$ cat config.mk
export PLATFORM = sky130hd
export DESIGN_NAME = mc_maindec
export DESIGN_NICKNAME = d
export VERILOG_FILES = /design/src/rtl/mc_pkg.sv /design/src/rtl/mc_ctrl_rom.sv /design/src/rtl/mc_maindec.sv
export SDC_FILE = /design/constraint.sdc
export NUM_CORES = 1
export LEC_CHECK = 0
export ABC_AREA = 1
export BUFFER_PORTS_ARGS = -buffer_cell sky130_fd_sc_hd__buf_2
export CORE_UTILIZATION = 44
export DETAILED_ROUTE_END_ITERATION = 6
export PLACE_DENSITY = 0.82
export SKIP_CTS_REPAIR_TIMING = 1
export SLEW_MARGIN = 0
export SYNTH_ARGS = -nofsm -noshare
export SYNTH_HDL_FRONTEND = slang
export SYNTH_HIERARCHICAL = 1
export SYNTH_SLANG_ARGS = --single-unit
$ cat constraint.sdc
create_clock -name clk -period 1.95 [get_ports clk]
set_clock_uncertainty 0.15 [all_clocks]
set_input_delay 0.39 -clock clk [delete_from_list [all_inputs] [get_ports clk]]
set_output_delay 0.39 -clock clk [all_outputs]
set_load 0.01 [all_outputs]
$ cat src/rtl/mc_pkg.sv
// Shared encodings for the multicycle main decoder: FSM states, opcodes,
// ALU operation classes, datapath select values and the packed control word.
package mc_pkg;

    typedef enum logic [3:0] {
        FETCH   = 4'd0,
        DECODE  = 4'd1,
        MEMADR  = 4'd2,
        MEMRD   = 4'd3,
        MEMWB   = 4'd4,
        MEMWR   = 4'd5,
        RTYPEEX = 4'd6,
        RTYPEWB = 4'd7,
        BEQEX   = 4'd8,
        ADDIEX  = 4'd9,
        ADDIWB  = 4'd10,
        JEX     = 4'd11
    } state_t;

    localparam logic [5:0] OP_RTYPE = 6'b000000;
    localparam logic [5:0] OP_LW    = 6'b100011;
    localparam logic [5:0] OP_SW    = 6'b101011;
    localparam logic [5:0] OP_BEQ   = 6'b000100;
    localparam logic [5:0] OP_ADDI  = 6'b001000;
    localparam logic [5:0] OP_J     = 6'b000010;

    localparam logic [1:0] ALUOP_ADD   = 2'b00;
    localparam logic [1:0] ALUOP_SUB   = 2'b01;
    localparam logic [1:0] ALUOP_FUNCT = 2'b10;

    localparam logic [1:0] SRCB_REG   = 2'b00;
    localparam logic [1:0] SRCB_FOUR  = 2'b01;
    localparam logic [1:0] SRCB_IMM   = 2'b10;
    localparam logic [1:0] SRCB_IMMSH = 2'b11;

    localparam logic [1:0] PCSRC_ALU    = 2'b00;
    localparam logic [1:0] PCSRC_ALUOUT = 2'b01;
    localparam logic [1:0] PCSRC_JUMP   = 2'b10;

    // Everything a state drives, before the branch/zero and reset gating
    typedef struct packed {
        logic       iord;
        logic       aluSrcA;
        logic [1:0] aluSrcB;
        logic [1:0] aluOp;
        logic [1:0] pcSrc;
        logic       irWrite;
        logic       memWrite;
        logic       regWrite;
        logic       regDst;
        logic       memToReg;
        logic       pcWrite;
        logic       branch;
        logic       done;
    } ctrl_t;

    // True for the six opcodes the decoder knows how to sequence
    function automatic logic isLegalOp(input logic [5:0] op);
        return (op == OP_RTYPE) || (op == OP_LW) || (op == OP_SW) ||
               (op == OP_BEQ) || (op == OP_ADDI) || (op == OP_J);
    endfunction

endpackage

$ cat src/rtl/mc_ctrl_rom.sv
// Combinational state-to-control-word table for the multicycle decoder.
// Any encoding outside the twelve real states yields an all-zero word.
module mc_ctrl_rom
    import mc_pkg::*;
(
    input  state_t state_i,
    output ctrl_t  ctrl_o
);

    // Start from an all-zero word so unlisted signals stay low in every state
    always_comb begin
        ctrl_o = '0;
        case (state_i)
            FETCH: begin
                ctrl_o.aluSrcB = SRCB_FOUR;
                ctrl_o.aluOp   = ALUOP_ADD;
                ctrl_o.pcSrc   = PCSRC_ALU;
                ctrl_o.irWrite = 1'b1;
                ctrl_o.pcWrite = 1'b1;
            end
            DECODE: begin
                ctrl_o.aluSrcB = SRCB_IMMSH;
                ctrl_o.aluOp   = ALUOP_ADD;
            end
            MEMADR, ADDIEX: begin
                ctrl_o.aluSrcA = 1'b1;
                ctrl_o.aluSrcB = SRCB_IMM;
                ctrl_o.aluOp   = ALUOP_ADD;
            end
            MEMRD: begin
                ctrl_o.iord = 1'b1;
            end
            MEMWB: begin
                ctrl_o.memToReg = 1'b1;
                ctrl_o.regWrite = 1'b1;
                ctrl_o.done     = 1'b1;
            end
            MEMWR: begin
                ctrl_o.iord     = 1'b1;
                ctrl_o.memWrite = 1'b1;
                ctrl_o.done     = 1'b1;
            end
            RTYPEEX: begin
                ctrl_o.aluSrcA = 1'b1;
                ctrl_o.aluSrcB = SRCB_REG;
                ctrl_o.aluOp   = ALUOP_FUNCT;
            end
            RTYPEWB: begin
                ctrl_o.regDst   = 1'b1;
                ctrl_o.regWrite = 1'b1;
                ctrl_o.done     = 1'b1;
            end
            BEQEX: begin
                ctrl_o.aluSrcA = 1'b1;
                ctrl_o.aluSrcB = SRCB_REG;
                ctrl_o.aluOp   = ALUOP_SUB;
                ctrl_o.pcSrc   = PCSRC_ALUOUT;
                ctrl_o.branch  = 1'b1;
                ctrl_o.done    = 1'b1;
            end
            ADDIWB: begin
                ctrl_o.regWrite = 1'b1;
                ctrl_o.done     = 1'b1;
            end
            JEX: begin
                ctrl_o.pcSrc   = PCSRC_JUMP;
                ctrl_o.pcWrite = 1'b1;
                ctrl_o.done    = 1'b1;
            end
            default: ctrl_o = '0;
        endcase
    end

endmodule

$ cat src/rtl/mc_maindec.sv
// Multicycle main decoder: state register, next-state logic and the gating
// of pc_en / illegal_op / write enables around the control ROM.
module mc_maindec
    import mc_pkg::*;
(
    input  logic       clk,
    input  logic       reset,
    input  logic [5:0] op,
    input  logic       zero,
    output logic [1:0] alu_op,
    output logic       alu_src_a,
    output logic [1:0] alu_src_b,
    output logic       iord,
    output logic       ir_write,
    output logic       mem_write,
    output logic       reg_write,
    output logic       reg_dst,
    output logic       mem_to_reg,
    output logic [1:0] pc_src,
    output logic       pc_en,
    output logic       illegal_op,
    output logic       instr_done,
    output logic [3:0] state_o
);

    state_t state_q;
    state_t state_d;
    state_t romState;
    ctrl_t  ctrl;

    // Sequence each instruction class; unknown opcodes and stray encodings return to FETCH
    always_comb begin
        state_d = FETCH;
        case (state_q)
            FETCH:   state_d = DECODE;
            DECODE: begin
                if (op == OP_LW || op == OP_SW) state_d = MEMADR;
                else if (op == OP_RTYPE)        state_d = RTYPEEX;
                else if (op == OP_BEQ)          state_d = BEQEX;
                else if (op == OP_ADDI)         state_d = ADDIEX;
                else if (op == OP_J)            state_d = JEX;
                else                            state_d = FETCH;
            end
            MEMADR: begin
                if (op == OP_LW)      state_d = MEMRD;
                else if (op == OP_SW) state_d = MEMWR;
                else                  state_d = FETCH;
            end
            MEMRD:   state_d = MEMWB;
            RTYPEEX: state_d = RTYPEWB;
            ADDIEX:  state_d = ADDIWB;
            default: state_d = FETCH;
        endcase
    end

    // State register; reset wins from any state, including mid-instruction
    always_ff @(posedge clk) begin
        if (reset) state_q <= FETCH;
        else       state_q <= state_d;
    end

    // While in reset the datapath sees FETCH selects so it settles predictably
    always_comb begin
        romState = reset ? FETCH : state_q;
    end

    mc_ctrl_rom u_rom (
        .state_i (romState),
        .ctrl_o  (ctrl)
    );

    // Selects come straight from the ROM; anything that writes state is held off during reset
    always_comb begin
        alu_op     = ctrl.aluOp;
        alu_src_a  = ctrl.aluSrcA;
        alu_src_b  = ctrl.aluSrcB;
        iord       = ctrl.iord;
        reg_dst    = ctrl.regDst;
        mem_to_reg = ctrl.memToReg;
        pc_src     = ctrl.pcSrc;
        instr_done = ctrl.done;
        ir_write   = ctrl.irWrite  & ~reset;
        mem_write  = ctrl.memWrite & ~reset;
        reg_write  = ctrl.regWrite & ~reset;
        pc_en      = (ctrl.pcWrite | (ctrl.branch & zero)) & ~reset;
        illegal_op = ~reset && (state_q == DECODE) && !isLegalOp(op);
        state_o    = state_q;
    end

endmodule

Word level (Yosys, flattened, before mapping)
Index checks and enable logic that the tools add are counted.
Word-level totals
  bits in registers: 4
  input bits: 9
  output and inout bits: 20
  logic and storage cells: 68
Operators by class
  equal/unequal tests: 21
  multiplexer cells: 21
  bitwise operators: 7
  reductions and logical operators: 18
Operators by type and width (number)
  $mux W4: 6
  $pmux W4 S6: 1
  $eq A4 B3 Y1 const B: 5
  $eq A4 B4 Y1 const B: 5
  $pmux W4 S5: 1
  $eq A4 B2 Y1 const B: 4
  $eq A6 B6 Y1 const B: 2
  $mux W1: 10
  $eq A4 B1 Y1 const B: 2
  $logic_not A4 Y1: 2
  $eq A6 B2 Y1 const B: 1
  $eq A6 B3 Y1 const B: 1
  $eq A6 B4 Y1 const B: 1
  $logic_not A6 Y1: 1
  $logic_or A1 B1 Y1: 6
  $mux W3: 2
  $reduce_or A2 Y1: 3
  $reduce_or A6 Y1: 1
  $and A1 B1 Y1: 5
  $pmux W2 S2: 1
  $reduce_or A4 Y1: 1
  $reduce_or A3 Y1: 1
  $logic_and A1 B1 Y1: 2
  $logic_not A1 Y1: 1
  other kinds (2): 2

Longest topological paths before layout
Gate-level depths: netlist of the first run.
  word-level depth: 8
  gate-level depth with buffers: 8
  mapped depth without buffers: 8

By module
Netlist of the first run, hierarchy kept.
By module, submodules not included
  mc_maindec: times used 1, cells each 75, area an instance 394.1 um^2, sequential area each 80.1 um^2
  mc_ctrl_rom: times used 1, cells each 35, area an instance 177.7 um^2, sequential area each 0.0 um^2

Least setup slack after synthesis of the first run
OpenSTA, ideal clock, no wires.
  path kind: input port to output port
  from: in reset
  to: out pc_en
  arrival: 1.400 ns
  required time: 1.410 ns
  setup slack: 0.010 ns
  stages on the path: 6
  path buffers: 1
  cells stage by stage: buf_1 -> nor2_1 -> nand2_1 -> o22ai_1 -> a21oi_1 -> nor2_1
RTL lines
  start, declared: RTL line mc_maindec.sv:7  | input logic reset,
  end, declared: RTL line mc_maindec.sv:20  | output logic pc_en,

==> metrics.yaml, run 1 <==
grt_use_total_pct: 22.1
timing_max_transition_violations_final: 0
irDropWorstVdd_uv: 328
power.density_nw_per_um2: 314
power.switching_fraction_pct: 31.6
grt_use_met1_pct: 22.2
critPathRequiredTime_ns: 1.41
synth-seq-cells: 4
crit_path_end: "pc_en"
synth_area_leader_cell: "nor2_1"
fin_crit_sh_pct: 98.8
cts_root_buffer: "clkbuf_4"
synth_warnings: 6
synth_top_family_by_area: "simple AND/OR/NAND/NOR gates"
final.fill_count: 99
critical_path_arrival_ns: 1.39
totalNegativeSetupSlack_ns: 0
timing.final.crit_period_ns: 1.93
worst_slew_margin_rel_pct: 85.5
synthesis.area_per_instance_sq_um: 5.20
antenna_found_initial: 0
detail_route.first_pass.iterations: 4
dieWidth_um: 38.1
post_route_cells_drive_above_1_share_pct: 50.7
drt-vias-per-instance: 4.92
synth.cell_area_sq_um: 572
adder_and_majority_cell_fraction_of_the_synthesized_area_pct: 0
largest_reg_flops: 4
globalplace.congestion: 0.789
sequentialPowerShare_pct: 31.1
grt_first_pass_wirelength_um: 2310
core.rowCount: 12
routed_wire_length_per_instance_um: 9.91
power_switching_mw: 0.0870
clock_buffers_created_by_tritoncts: 3
reg2reg_depth: 7
hold_path_class: "in2reg"
io_pins: 29
end_kind: "primary output"
run_status: "completed"
place_hpwl_um: 1270
worst_setup_path_start_kind: "flop"
fraction_of_the_mapped_netlist_area_in_compound_gates_pct: 8.97
clk_pin_slew_worst_paths_ns: 0.03
grt_most_used_layer: "met2"
max_cap_viol_count: 0
combinationalPowerShare_pct: 32.9
finalInstanceArea_sq_um: 877
cts_tree: "built"
reg2reg_from: "state_o[1]"
crit_path_start: "state_o[3]"
worstReg2RegEnd: "state_o[0]"
final_core_util_pct: 75.9
clock_latency_ns: 0.23
first_global_vias: 670
synth_top_cells_by_area: "nor2_1, dfxtp_1, nand3_1, inv_1, nor2_2"
final_nets: 159
p_int_mw: 0.188
synth_simple_gate_area_share_pct: 61.3
diodes: 0
cellLeakagePower_nw: 0.474
synth.distinct_cells: 19
timing.setup.critical_path_class: "reg2out"
clock-sinks: 4
grt_use_met3_pct: 0
p_clk_share_pct: 35.9
cts_max_path_buffers: 2
die_area_sq_um: 1450
grt_max_degree: 9
max_slew.worst_pin.slew_ns: 0.217
start_util_pct: 49.5
syn_nets: 119
post_synth_mux_area_share_pct: 0
flop2flop_setup_slack_ns: 0.71
synth.top_cell.area_share_pct: 19.7
yosysSeqAreaShare_pct: 14.0
timing.fmax_mhz: 519
drt_iter0_drc: 23
grt_use_met2_pct: 45.3
fp.dieH_um: 38.1
area.sequential_sq_um: 87.6
vias: 797
number_of_remaining_drc_errors: 0
holdWs_ns: 0.309
synth-xor-area-share_pct: 0
hold_viol_final: 0
detail-route-antenna-nets: 0
areaGrowthSynthToFinish_pct: 53.4
number_of_setup_violations_in_the_final_report: 0
port_buffers: 28
h-tree-depth: 1
detail_route.wirelength_um: 1610
multi_input_area_sq_um: 450
worstPathMaxFanout: 6
setup_repair_after_global_routing_missed_its_margin: "yes"
core_area_sq_um: 1160
grt-ovfl-total: 0
placed_area_sq_um: 763
netlist_instances: 110
## power by group through the flow
stage,Sequential (mW),Combinational (mW),Clock (mW)
CTS,0.0863,0.0818,0.103
floorplan,0.0901,0.0449,0
detailed placement,0.0875,0.0815,0
finish,0.0856,0.0907,0.0989
global route,0.0859,0.102,0.104
global placement,0.0873,0.0798,0
## cell families after synthesis
kind of cell           Yosys count
AND/OR/NAND/NOR                 74
buffers and inverters           23
AO/OA/AOI/OAI                    9
flip-flops                       4
## worst min-delay path by stage
stage	from	to	depth (start not counted)
after floorplan	reset	state_o[1]	1
after global placement	state_o[3]	state_o[3]	2
after detailed placement	state_o[3]	state_o[3]	2
after CTS	reset	state_o[3]	2
after global routing	reset	state_o[3]	2
final	reset	state_o[3]	2
## per-stage QoR
step,power [mW],instances,setup slack (ns)
2_1_floorplan,0.135,110,0.0103
3_3_place_gp,0.167,156,0.0550
3_5_place_dp,0.169,156,0.0327
4_1_cts,0.271,159,-0.0736
5_1_grt,0.292,162,-0.0732
6_report,0.275,162,0.0227
## final cells by class
cell class | instances | share of cell area [%]
Clock buffer | 3 | 2.57
Timing Repair Buffer | 37 | 24.5
Sequential cell | 4 | 9.99
Inverter | 21 | 9.56
Multi-Input combinational cell | 83 | 51.4
Tap cell | 14 | 2.00
## synth_stat cells
cell type	number
inv_2	5
inv_1	15
dfxtp_1	4
nand3_1	14
nand3_2	1
buf_1	1
a21oi_1	4
nand2_4	1
o22ai_1	2
a21oi_2	1
nand2_2	5
nand4_1	2
nor3_1	1
nor2_1	30
nand2_1	11
o21ai_1	2
clkinv_1	1
buf_4	1
nor2_2	9
## placed cells by master, fill, tap and decap left out, types with 2 or more instances in the layout
cell and n:
buf_2 28, nor2_1 26, nand3_1 14, inv_1 12, nor2_2 10, nand2_1 10, buf_4 7, inv_2 6
a21oi_1 4, nand2_4 4, nor2_4 3, clkbuf_4 3, dfxtp_2 3, nand2_2 3, inv_4 2, nand4_1 2
o21ai_1 2, buf_6 2
## worst max-delay path, stage by stage, from the launching register on
cell	delay (ns)
dfxtp_2	0.34
inv_2	0.04
nor2_2	0.14
buf_6	0.12
nand2_4	0.08
o22ai_2	0.17
a21oi_1	0.06
nor2_1	0.07
buf_2	0.13
## metal layers
layer | up-vias | part of all wire [%]
met3 | 2 | 3.1
met1 | 352 | 41
met4 | 0 | 1.1
met2 | 25 | 55
li1 | 418 | -
met5 | - | 0
Note: power is estimated with default switching activity, not from simulation.
==> run 2, diff against run 1 <==
==> constraint.sdc (replaced) <==
create_clock -name clk -period 2 [get_ports clk]
set_clock_uncertainty 0.15 [all_clocks]
set_input_delay 0.4 -clock clk [delete_from_list [all_inputs] [get_ports clk]]
set_output_delay 0.4 -clock clk [all_outputs]
set_load 0.01 [all_outputs]
==> metrics.yaml, run 2 (synthesis results as in run 1) <==
min-delay-start: "reset"  # unchanged
cts_root_buffer: "clkbuf_4"  # unchanged
dieWidth_um: 38.1  # unchanged
finalInstanceArea_sq_um: 827  # was 877 sq um
worst_setup_path_start_kind: "flop"  # unchanged
fp.dieH_um: 38.1  # unchanged
critical_path.slowest_cell: "dfxtp_2"  # unchanged
reg2reg_from: "state_o[0]"  # was state_o[1]
drt_iter0_drc: 8  # was 23
critical_path.most_common_cell: "nor2_1"
critical_path_arrival_ns: 1.40  # was 1.39 ns
timing.fmax_mhz: 512
irDropWorstVdd_uv: 324  # was 328 uV
end_kind: "primary output"  # unchanged
io_pins: 29  # unchanged
detail_route.first_pass.iterations: 3  # was 4
worstPathMaxFanout: 5  # was 6
max_slew.worst_pin.slew_ns: 0.187  # was 0.217 ns
cts_tree: "built"  # unchanged
first_global_vias: 613  # was 670
max_cap_viol_count: 0  # unchanged
drt-vias-per-instance: 4.74  # was 4.92
h-tree-depth: 1  # unchanged
clk_pin_slew_worst_paths_ns: 0.03  # about the same
final.fill_count: 105  # was 99
stdcell_count: 159  # was 162
number_of_setup_violations_in_the_final_report: 0  # unchanged
start_util_pct: 49.5  # unchanged
routed_wire_length_per_instance_um: 8.99  # was 9.91 um
placed_area_sq_um: 756  # was 763 sq um
timing.final.crit_period_ns: 1.95
worst_path_largest_cell_delay_ns: 0.35  # was 0.34 ns
fin_crit_sh_pct: 97.7
detail-route-antenna-nets: 0  # unchanged
worstPathCellList: "inv_4 -> nor2_1 -> buf_4 -> inv_2 -> nand2_2 -> o22ai_2 -> a21oi_1 -> nor2_1 -> buf_2"  # was inv_2 -> nor2_2 -> buf_6 -> nand2_4 -> o22ai_2 -> a21oi_1 -> nor2_1 -> buf_2
port_buffers: 28  # unchanged
worst_slew_margin_rel_pct: 87.5  # was 85.5%
post_route_cells_drive_above_1_share_pct: 45.5  # was 50.7%
timing.setup.critical_path_class: "reg2out"  # unchanged
cellLeakagePower_nw: 0.454  # was 0.474 nW
place_hpwl_um: 1150  # was 1270 um
diodes: 0  # unchanged
core_area_sq_um: 1160  # unchanged
die_area_sq_um: 1450  # unchanged
grt_use_total_pct: 21.8  # was 22.1%
number_of_remaining_drc_errors: 0  # unchanged
hold_path_class: "in2reg"  # unchanged
vias: 753  # was 797
areaGrowthSynthToFinish_pct: 44.6  # was 53.4%
clock-sinks: 4  # unchanged
dp_cell_count: 155  # was 156
clock_latency_ns: 0.23  # about the same
final_cell_mix: "nor2_1, buf_2, inv_1, nand3_1, nand2_1"  # was buf_2, nor2_1, nand3_1
setup_repair_after_global_routing_missed_its_margin: "yes"  # unchanged
crit_path_start: "state_o[1]"  # was state_o[3]
detail_route.wirelength_um: 1430  # was 1610 um
run_status: "completed"  # unchanged
timing_max_transition_violations_final: 0  # unchanged
clock_buffers_created_by_tritoncts: 3  # unchanged
grt-ovfl-total: 0  # unchanged
cts_max_path_buffers: 2  # unchanged
grt_max_degree: 9  # unchanged
hold_viol_final: 0  # unchanged
largest_reg_flops: 4  # unchanged
globalplace.congestion: 0.789  # about the same
power.density_nw_per_um2: 319  # was 314 nW/um^2
grt_first_pass_wirelength_um: 2280  # was 2310 um
antenna_found_initial: 0  # unchanged
final_nets: 156  # was 159
critPathRequiredTime_ns: 1.45  # was 1.41 ns
core.rowCount: 12  # unchanged
run 2: layer usage:
| layer | wire length [um] | GRT usage, % | up-vias |
|---|---|---|---|
| met4 | 0 | 8.04 | 0 |
| met1 | 650 | 24.9 | 321 |
| met5 | 0 | 0 | - |
| met3 | 52 | 3.49 | 0 |
| met2 | 726 | 39.8 | 19 |
| li1 | - | - | 413 |
run 2: where the power goes:
part           internal (mW)  switching [mW]
Clock                 0.0666          0.0266
Sequential            0.0828         0.00163
Combinational         0.0343          0.0521
run 2: through the flow:
stage / TNS [ns] / hold WS (ns) / power [mW] / util (%) / setup WS (ns)
2_1_floorplan: 0 / 0.319 / 0.132 / - / 0.0403
3_3_place_gp: 0 / 0.411 / 0.163 / 65.4 / 0.0926
3_5_place_dp: 0 / 0.408 / 0.164 / 65.4 / 0.0610
4_1_cts: -0.0455 / 0.291 / 0.262 / 67.3 / -0.0363
5_1_grt: -0.0689 / 0.329 / 0.282 / 71.5 / -0.0448
6_report: 0 / 0.317 / 0.264 / 71.5 / 0.0463
run 2: layout make-up:
class	instances	area (sq um)	area share, %
Inverter	21	81.3	9.83
Sequential cell	4	82.6	9.98
Clock buffer	3	22.5	2.72
Tap cell	14	17.5	2.12
Multi-Input combinational cell	83	435	52.6
Timing Repair Buffer	34	188	22.7
run 2: path summary, 6_finish.rpt:
check	slack [ns]	cells after the start	to
worst min register to register	0.43	2	state_o[3]
worst max-delay path	0.05	9	pc_en
worst max register to register	0.83	6	state_o[1]
worst min-delay path	0.32	2	state_o[3]
run 2: critical path, delay by kind of cell (launching register included):
kind                   cells  cell delay (ns)
buffers and inverters      4             0.37
DFF                        1             0.35
and+or+nand+nor            3             0.25
AOI/OAI and AO/OA          2             0.20
==> run 3, diff against run 2 <==
--- a/config.mk
+++ b/config.mk
@@ -6,10 +6,11 @@
 export NUM_CORES = 1
 export LEC_CHECK = 0
 export ABC_AREA = 1
-export BUFFER_PORTS_ARGS = -buffer_cell sky130_fd_sc_hd__buf_2
-export CORE_UTILIZATION = 44
+export CORE_AREA = 2 2 39 41
 export DETAILED_ROUTE_END_ITERATION = 6
-export PLACE_DENSITY = 0.82
+export DIE_AREA = 0 0 41 43
+export DONT_BUFFER_PORTS = 1
+export PLACE_DENSITY = 0.61
 export SKIP_CTS_REPAIR_TIMING = 1
 export SLEW_MARGIN = 0
 export SYNTH_ARGS = -nofsm -noshare
==> metrics.yaml, run 3 (synthesis results as in run 1) <==
cts_tree: "built"  # unchanged
end_kind: "primary output"  # unchanged
start_util_pct: 41.3  # was 49.5%
critPathRequiredTime_ns: 1.45  # about the same
port_buffers: 0  # was 28
drt_iter0_drc: 14  # was 8
grt-ovfl-total: 0  # unchanged
grt_use_total_pct: 16.2  # was 21.8%
h-tree-depth: 1  # unchanged
worstPathMaxFanout: 3  # was 5
max_slew.worst_pin.slew_ns: 0.284  # was 0.187 ns
grt_most_used_layer: "met2"  # unchanged
final_cell_mix: "nor2_1, inv_1, nand3_1"  # was nor2_1, buf_2, inv_1, nand3_1, nand2_1
grt_max_degree: 14  # was 9
multi_input_area_sq_um: 429  # was 435 sq um
drt-vias-per-instance: 5.11  # was 4.74
grt_first_pass_wirelength_um: 2100  # was 2280 um
run_status: "completed"  # unchanged
detail-route-antenna-nets: 0  # unchanged
vias: 675  # was 753
timing.final.crit_period_ns: 1.91  # was 1.95 ns
power_mw: 0.237  # was 0.264 mW
dp_cell_count: 129  # was 155
flop2flop_setup_slack_ns: 0.77  # was 0.83 ns
worstReg2RegEnd: "state_o[2]"  # was state_o[1]
number_of_remaining_drc_errors: 0  # unchanged
worst_setup_path_start_kind: "flop"  # unchanged
layout.cells.most_common: "nor2_1"
antenna_found_initial: 0  # unchanged
crit_path_start: "state_o[0]"  # was state_o[1]
irDropWorstVdd_uv: 320  # was 324 uV
crit_path_end: "reg_write"  # was pc_en
final_nets: 127  # was 156
grt_use_met3_pct: 2.62  # was 3.49%
reg2reg_depth: 6  # unchanged
areaGrowthSynthToFinish_pct: 17.1  # was 44.6%
fin_crit_sh_pct: 95.3  # was 97.7%
cts_max_path_buffers: 2  # unchanged
hold_viol_final: 0  # unchanged
totalNegativeSetupSlack_ns: 0  # unchanged
diodes: 0  # unchanged
fp.dieH_um: 43  # was 38.1 um
setup_repair_after_global_routing_missed_its_margin: "yes"  # unchanged
worst_slew_margin_rel_pct: 81.3  # was 87.5%
number_of_setup_violations_in_the_final_report: 0  # unchanged
cellLeakagePower_nw: 0.313  # was 0.454 nW
post_route_cells_drive_above_1_share_pct: 31.9  # was 45.5%
max_cap_viol_count: 0  # unchanged
clock-sinks: 4  # unchanged
dp_slack_ns: 0.138  # was 0.0610 ns
place_hpwl_um: 1110  # was 1150 um
final.fill_count: 159  # was 105
detail_route.wirelength_um: 1350  # was 1430 um
dieWidth_um: 41  # was 38.1 um
first_global_vias: 564  # was 613
critical_path_arrival_ns: 1.36  # was 1.40 ns
clock_buffers_created_by_tritoncts: 3  # unchanged
grt_use_met2_pct: 27.5  # was 39.8%
routed_wire_length_per_instance_um: 10.3  # was 8.99 um
timing.fmax_mhz: 525  # was 512 MHz
fin_ws_ns: 0.0949  # was 0.0463 ns
die_area_sq_um: 1760  # was 1450 sq um
detail_route.first_pass.iterations: 4  # was 3
area.sequential_sq_um: 81.3  # was 82.6 sq um
power.density_nw_per_um2: 354  # was 319 nW/um^2
stdcell_count: 132  # was 159
clk_pin_slew_worst_paths_ns: 0.04  # was 0.03 ns
grt_use_met1_pct: 20.2  # was 24.9%
core.rowCount: 14  # was 12
reg2reg_from: "state_o[3]"  # was state_o[0]
core_area_sq_um: 1380  # was 1160 sq um
min-delay-start: "reset"  # unchanged
io_pins: 29  # unchanged
largest_reg_flops: 4  # unchanged
globalplace.congestion: 0.785  # was 0.789
clock_latency_ns: 0.23  # about the same
hold_path_class: "in2reg"  # unchanged
timing_max_transition_violations_final: 0  # unchanged
cts_root_buffer: "clkbuf_4"  # unchanged
timing.setup.critical_path_class: "reg2out"  # unchanged
run 3: cell count changes in the layout (fill, tap and decap cells not counted), sizes merged:
cell	before	now
buf	33	5
clkbuf	4	3
run 3: cell type report:
| class | instances | share of cell area (%) |
|---|---|---|
| Timing Repair Buffer | 5 | 5.61 |
| Clock buffer | 3 | 3.36 |
| Inverter | 21 | 11.8 |
| Multi-Input combinational cell | 83 | 64.1 |
| Tap cell | 16 | 2.99 |
| Sequential cell | 4 | 12.1 |
run 3: critical path: stages, from the launching register on:
cell	delay [ns]
dfxtp_1	0.32
inv_1	0.08
nor2_4	0.11
inv_1	0.09
nand2_2	0.10
nand3_1	0.09
o21ai_1	0.14
inv_1	0.06
nor2_2	0.13
run 3: worst min path at each step:
stage	to	slack [ns]	depth (start not counted)
floorplan	state_o[1]	0.32	1
global placement	state_o[3]	0.32	1
detailed placement	state_o[3]	0.31	1
CTS	state_o[3]	0.08	1
global route	state_o[3]	0.07	1
finish	state_o[3]	0.08	1
run 3: where the power goes:
part / internal [mW] / leakage (nW) / switching [mW]
Clock: 0.0668 / 0.0138 / 0.0283
Combinational: 0.0194 / 0.266 / 0.0382
Sequential: 0.0827 / 0.0331 / 0.00135
run 3: metrics by stage:
step                      hold WS [ns]  instance area, sq um  util, %
after floorplan                  0.319                   572        -
after global placement           0.315                   618     44.7
after detailed placement         0.315                   618     44.7
after CTS                       0.0752                   641     46.3
after global routing            0.0663                   669     48.4
final                           0.0801                   669     48.4
run 3: layer usage:
layer	share of wire, %	up-vias
met4	0	0
met2	49	26
met3	9.2	0
li1	-	354
met1	42	295
met5	0	-
